$ cat config.mk
export PLATFORM = sky130hd
export DESIGN_NAME = ball_motion_sequencer
export DESIGN_NICKNAME = d
export VERILOG_FILES = /design/src/rtl/ball_motion_sequencer.sv
export SDC_FILE = /design/constraint.sdc
export NUM_CORES = 1
export LEC_CHECK = 0
export CAP_MARGIN = 20
export CORE_MARGIN = 4
export CORE_UTILIZATION = 30
export CTS_CLUSTER_DIAMETER = 200
export DETAILED_ROUTE_END_ITERATION = 8
export DONT_BUFFER_PORTS = 1
export SETUP_SLACK_MARGIN = 0.2
export SKIP_LAST_GASP = 1
export SYNTH_ARGS = -nofsm -noshare
export SYNTH_HDL_FRONTEND = slang
export SYNTH_SLANG_ARGS = --single-unit
$ cat constraint.sdc
create_clock -name clk_50mhz -period 7.95 [get_ports clk_50mhz]
set_input_delay 0.3975 -clock clk_50mhz [delete_from_list [all_inputs] [get_ports clk_50mhz]]
set_output_delay 0.3975 -clock clk_50mhz [all_outputs]
set_load 0.1 [all_outputs]
$ cat src/rtl/ball_motion_sequencer.sv
// Frame-rate motion sequencer for two bouncing 128x128 ball sprites.
// Each v_sync fall starts one pass that updates x0, y0, x1, y1 in turn through a single shared adder.
module ball_motion_sequencer #(
   parameter int SCREEN_WIDTH  = 800,
   parameter int SCREEN_HEIGHT = 600,
   parameter int START_X0      = 224,
   parameter int START_Y0      = 157,
   parameter int START_X1      = 425,
   parameter int START_Y1      = 188
) (
   input  logic       clk_50mhz,
   input  logic       reset,
   input  logic       v_sync,
   input  logic       enable,
   output logic [9:0] ball0_x,
   output logic [9:0] ball0_y,
   output logic [9:0] ball1_x,
   output logic [9:0] ball1_y,
   output logic       busy,
   output logic       frame_done
);

   localparam logic [2:0] IDLE   = 3'd0;
   localparam logic [2:0] UPD_X0 = 3'd1;
   localparam logic [2:0] UPD_Y0 = 3'd2;
   localparam logic [2:0] UPD_X1 = 3'd3;
   localparam logic [2:0] UPD_Y1 = 3'd4;
   localparam logic [2:0] DONE   = 3'd5;

   // Velocity flips direction around the screen centre minus half a sprite.
   localparam logic [9:0] HALF_X = 10'((SCREEN_WIDTH  - 128) / 2);
   localparam logic [9:0] HALF_Y = 10'((SCREEN_HEIGHT - 128) / 2);

   logic [2:0] state;
   logic       v_sync_d;
   logic [9:0] vel_x0;
   logic [9:0] vel_y0;
   logic [9:0] vel_x1;
   logic [9:0] vel_y1;

   logic       trigger;
   logic [9:0] sel_pos;
   logic [9:0] sel_vel;
   logic [9:0] sel_half;
   logic [9:0] step;
   logic [9:0] next_pos;
   logic [9:0] next_vel;

   assign trigger = v_sync_d & ~v_sync & enable;
   assign busy    = (state != IDLE);

   // NOTE: every output of this block gets a default first, so no latch is inferred on idle states.
   always_comb begin
      sel_pos  = ball0_x;
      sel_vel  = vel_x0;
      sel_half = HALF_X;
      case (state)
         UPD_Y0: begin
            sel_pos  = ball0_y;
            sel_vel  = vel_y0;
            sel_half = HALF_Y;
         end
         UPD_X1: begin
            sel_pos  = ball1_x;
            sel_vel  = vel_x1;
            sel_half = HALF_X;
         end
         UPD_Y1: begin
            sel_pos  = ball1_y;
            sel_vel  = vel_y1;
            sel_half = HALF_Y;
         end
         default: ;
      endcase
   end

   // Shared datapath: quarter-rate signed step, unsigned compare against the axis midpoint.
   assign step     = {{2{sel_vel[9]}}, sel_vel[9:2]};
   assign next_pos = sel_pos + step;
   assign next_vel = (next_pos < sel_half) ? sel_vel + 10'd1 : sel_vel - 10'd1;

   // NOTE: state registers use non-blocking assignments so every update sees pre-edge values.
   always_ff @(posedge clk_50mhz) begin
      if (reset) begin
         state      <= IDLE;
         v_sync_d   <= 1'b0;
         ball0_x    <= 10'(START_X0);
         ball0_y    <= 10'(START_Y0);
         ball1_x    <= 10'(START_X1);
         ball1_y    <= 10'(START_Y1);
         vel_x0     <= '0;
         vel_y0     <= '0;
         vel_x1     <= '0;
         vel_y1     <= '0;
         frame_done <= 1'b0;
      end else begin
         v_sync_d   <= v_sync;
         frame_done <= 1'b0;
         case (state)
            IDLE: begin
               if (trigger) state <= UPD_X0;
            end
            UPD_X0: begin
               ball0_x <= next_pos;
               vel_x0  <= next_vel;
               state   <= UPD_Y0;
            end
            UPD_Y0: begin
               ball0_y <= next_pos;
               vel_y0  <= next_vel;
               state   <= UPD_X1;
            end
            UPD_X1: begin
               ball1_x <= next_pos;
               vel_x1  <= next_vel;
               state   <= UPD_Y1;
            end
            UPD_Y1: begin
               ball1_y    <= next_pos;
               vel_y1     <= next_vel;
               frame_done <= 1'b1;
               state      <= DONE;
            end
            DONE:    state <= IDLE;
            default: state <= IDLE;
         endcase
      end
   end

endmodule

==> results_dict.tcl <==
set metrics [dict create \
    arrival_ns 7.29 \
    drt-total-wl_mm 13.3 \
    topRoutingLayerUsed "met4" \
    grt_start_max_net_pins 98 \
    num_rows 45 \
    grt_pass1_vias 3981 \
    io_buffers 0 \
    min_period_ns 7.07 \
    synth-edff-count 0 \
    grt_pass1_wl_mm 21.5 \
    final_net_count 584 \
    layout-drive-gt1-share_pct 11.4 \
    ys_types 57 \
    cts_setup_buffers 0 \
    dieWidth_um 132 \
    worst_slack_ns 0.880 \
    finalHoldViolCount 0 \
    dp_hpwl_mm 9.08 \
    clk_pin_slew_ns 0.06 \
    slew_headroom_pct 25.0 \
    worstSetupEndpointType "register" \
    syn2layout_area_growth_pct 12.9 \
    drc 0 \
    yosysWarningCount 0 \
    hold_buffers 0 \
    dr.pass1.iters 5 \
    fmax_ghz 0.141 \
    rsz0062_at_grt "no" \
    worstPathMaxFanout 13 \
    slew_violations 0 \
    die-area_mm2 0.0175 \
    cts_tree "built" \
    wl_met1_mm 6.14 \
    cap_violations 0 \
    overflow 0 \
    yosysSeqAreaShare_pct 36.7 \
    cts.repair.resized 0 \
    fin_tns_setup_ns 0 \
    ys.flop_type "dfxtp_1" \
    cts_root_buffer "clkbuf_16" \
    dp.cells 733 \
    cts_buffer_depth 2 \
    wl_met2_mm 5.99 \
    drt-initial-drc-count 361 \
    gp_congestion 0.850 \
    synthCells 555 \
    post-route-util_pct 34.4 \
    vias 4082 \
    p_leak_nw 1.95 \
    die_h_um 132 \
    antenna_left 0 \
    setup_viol 0 \
    async_flop_share_pct 0 \
    io_pins 46 \
    min_path_type "in -> reg" \
    cts_buffers 9 \
    num-fill-cells 1567 \
    avgViaCountPerCell 5.46 \
    stdcell_count 748 \
    tightest_slew_ns 1.12 \
    pre_cts_ws_ns 0.917 \
    outcome "completed" \
    worstHoldPathCells 1 \
    grtUsageTotal_pct 15.2 \
    fin_crit_sh_pct 88.9 \
    synth_area_mm2 0.00464 \
    antenna_found_initial 0 \
    power_mw 1.09 \
    clock-sinks 85 \
    start_util_pct 30.5 \
    core_area_mm2 0.0152 \
    cp_data_required_time_ns 8.17 \
    wl_met3_um 892 \
    r2r.worst_path.cells 24 \
    insertion_delay_ns 0.34 \
    irDropWorstVdd_mv 0.192 \
    start_kind "register" \
    avgRoutedWirePerCell_um 17.7 \
    p_per_area_mw_per_mm2 209 \
    fin_worst_skew_ns 0.0116 \
    syn_area_per_cell_um2 8.36 \
    antennaDiodeCount 0 \
    ys_ff_latch 85 \
    cts_max_level 3 \
    syn_nets 583 \
    timing_worst_setup_path_type "reg -> reg" \
]
[registers in the layout, indices dropped and copies added, names as in the netlist, 3 cells and up]
signal,flops
vel_y1,10
state,3
ball0_x,10
vel_y0,10
vel_x0,10
ball1_y,10
vel_x1,10
ball1_x,10
ball0_y,10
[routing by layer]
metal | vias up | track usage (%)
met3 | 18 | 3.82
met5 | - | 0
met2 | 121 | 23.5
met1 | 1958 | 20.9
li1 | 1985 | -
met4 | 0 | 4.73
[power breakdown]
part / internal [mW] / switching [mW]
logic: 0.0667 / 0.140
registers: 0.436 / 0.0258
clock network: 0.258 / 0.168
[final cells by class]
class                   instances  area [µm²]  area share [%]
multi-input cells             419        2730            52.2
inverters                      11        41.3           0.789
well taps                     188         235            4.49
clock buffers                  11         253            4.83
flip-flops and latches         85        1700            32.5
repair buffers                 30         225            4.30
clock inverters                 4        47.5           0.908
[metrics by stage]
step | cell area, µm² | hold slack (ns)
floorplan | 4640 | 0.436
global placement | 4930 | 0.438
detailed placement | 4930 | 0.441
CTS | 5240 | 0.129
global route | 5240 | 0.127
finish | 5240 | 0.146
[cells in the mapped netlist, types with 2 or more instances]
master,number,area share (%)
or3_1,3,0.40
and3_1,2,0.27
o31ai_1,4,0.65
a22oi_2,2,0.54
xnor2_1,8,1.5
nor3_1,4,0.43
o21bai_1,7,1.1
clkbuf_1,30,2.4
nor4_1,8,1.1
nand2_1,77,6.2
o21ai_1,2,0.22
ha_1,22,5.9
nor3b_1,6,0.97
buf_1,4,0.32
nand3_1,8,0.86
nor2b_1,3,0.40
inv_1,11,0.89
o21ai_0,13,1.4
a21o_1,4,0.65
nor2_1,64,5.2
dfxtp_1,85,37
buf_4,3,0.49
nand2b_1,3,0.40
nand3b_1,16,2.6
a211o_1,15,2.8
a221o_1,18,3.9
fa_1,2,0.86
a21oi_1,48,5.2
a211oi_2,4,1.1
nand4_1,6,0.81
xor2_1,5,0.94
a31oi_1,2,0.27
or2_1,2,0.27
a211oi_1,11,1.8
mux2i_1,18,3.9
buf_2,3,0.32
mux2_2,2,0.49
o21a_1,9,1.5
and2_1,3,0.40
[cells by family (layout without fill, tap and decap cells)]
logic type / Yosys count / after routing / share of synthesized area, %
xor+xnor: 14 / 14 / 2.81
mux: 21 / 21 / 4.61
fa+ha+maj: 24 / 24 / 6.80
simple gates: 212 / 212 / 21.9
flops: 85 / 85 / 36.7
buf+inv: 51 / 56 / 4.45
compound gates: 148 / 148 / 22.8
[worst paths after layout]
path,from,end,slack [ns]
min,reset,v_sync_d$_SDFF_PP0_,0.15
max,state[1]$_SDFFE_PP0P_,vel_x0[8]$_SDFFE_PP0P_,0.88
min reg2reg,vel_x1[4]$_SDFFE_PP0N_,vel_x1[4]$_SDFFE_PP0N_,0.45
max reg2reg,state[1]$_SDFFE_PP0P_,vel_x0[8]$_SDFFE_PP0P_,0.88
[placed cells by master (no fill, tap or decap), types with 5 or more instances in the layout]
cell type	synthesis	layout
dfxtp_1	85	84
nand2_1	77	77
nor2_1	64	64
a21oi_1	48	48
buf_4	3	30
ha_1	22	22
mux2i_1	18	18
a221o_1	18	18
nand3b_1	16	16
a211o_1	15	15
o21ai_0	13	13
inv_1	11	11
a211oi_1	11	11
o21a_1	9	9
clkbuf_16	0	9
xnor2_1	8	8
nand3_1	8	8
nor4_1	8	8
o21bai_1	7	7
nand4_1	6	6
nor3b_1	6	6
xor2_1	5	5
[worst max-delay path, stage by stage, from the launching register on]
cell and delay (ns):
dfxtp_1 0.58, nor2b_1 0.52, nor2_2 0.18, buf_4 0.25
a221o_1 0.34, ha_1 0.36, nor2b_1 0.16, o31a_1 0.27
o311a_1 0.33, o21a_1 0.19, o21ai_0 0.39, and2_1 0.20
ha_1 0.24, nand2_1 0.07, a21oi_1 0.04, a221o_1 0.39
or2_1 0.47, fa_1 0.53, a21o_1 0.19, a21oi_1 0.22
o21bai_1 0.09, a21oi_1 0.22, o21a_1 0.33, nor4_1 0.09
a211o_1 0.29
Note: power is estimated with default switching activity, not from simulation.
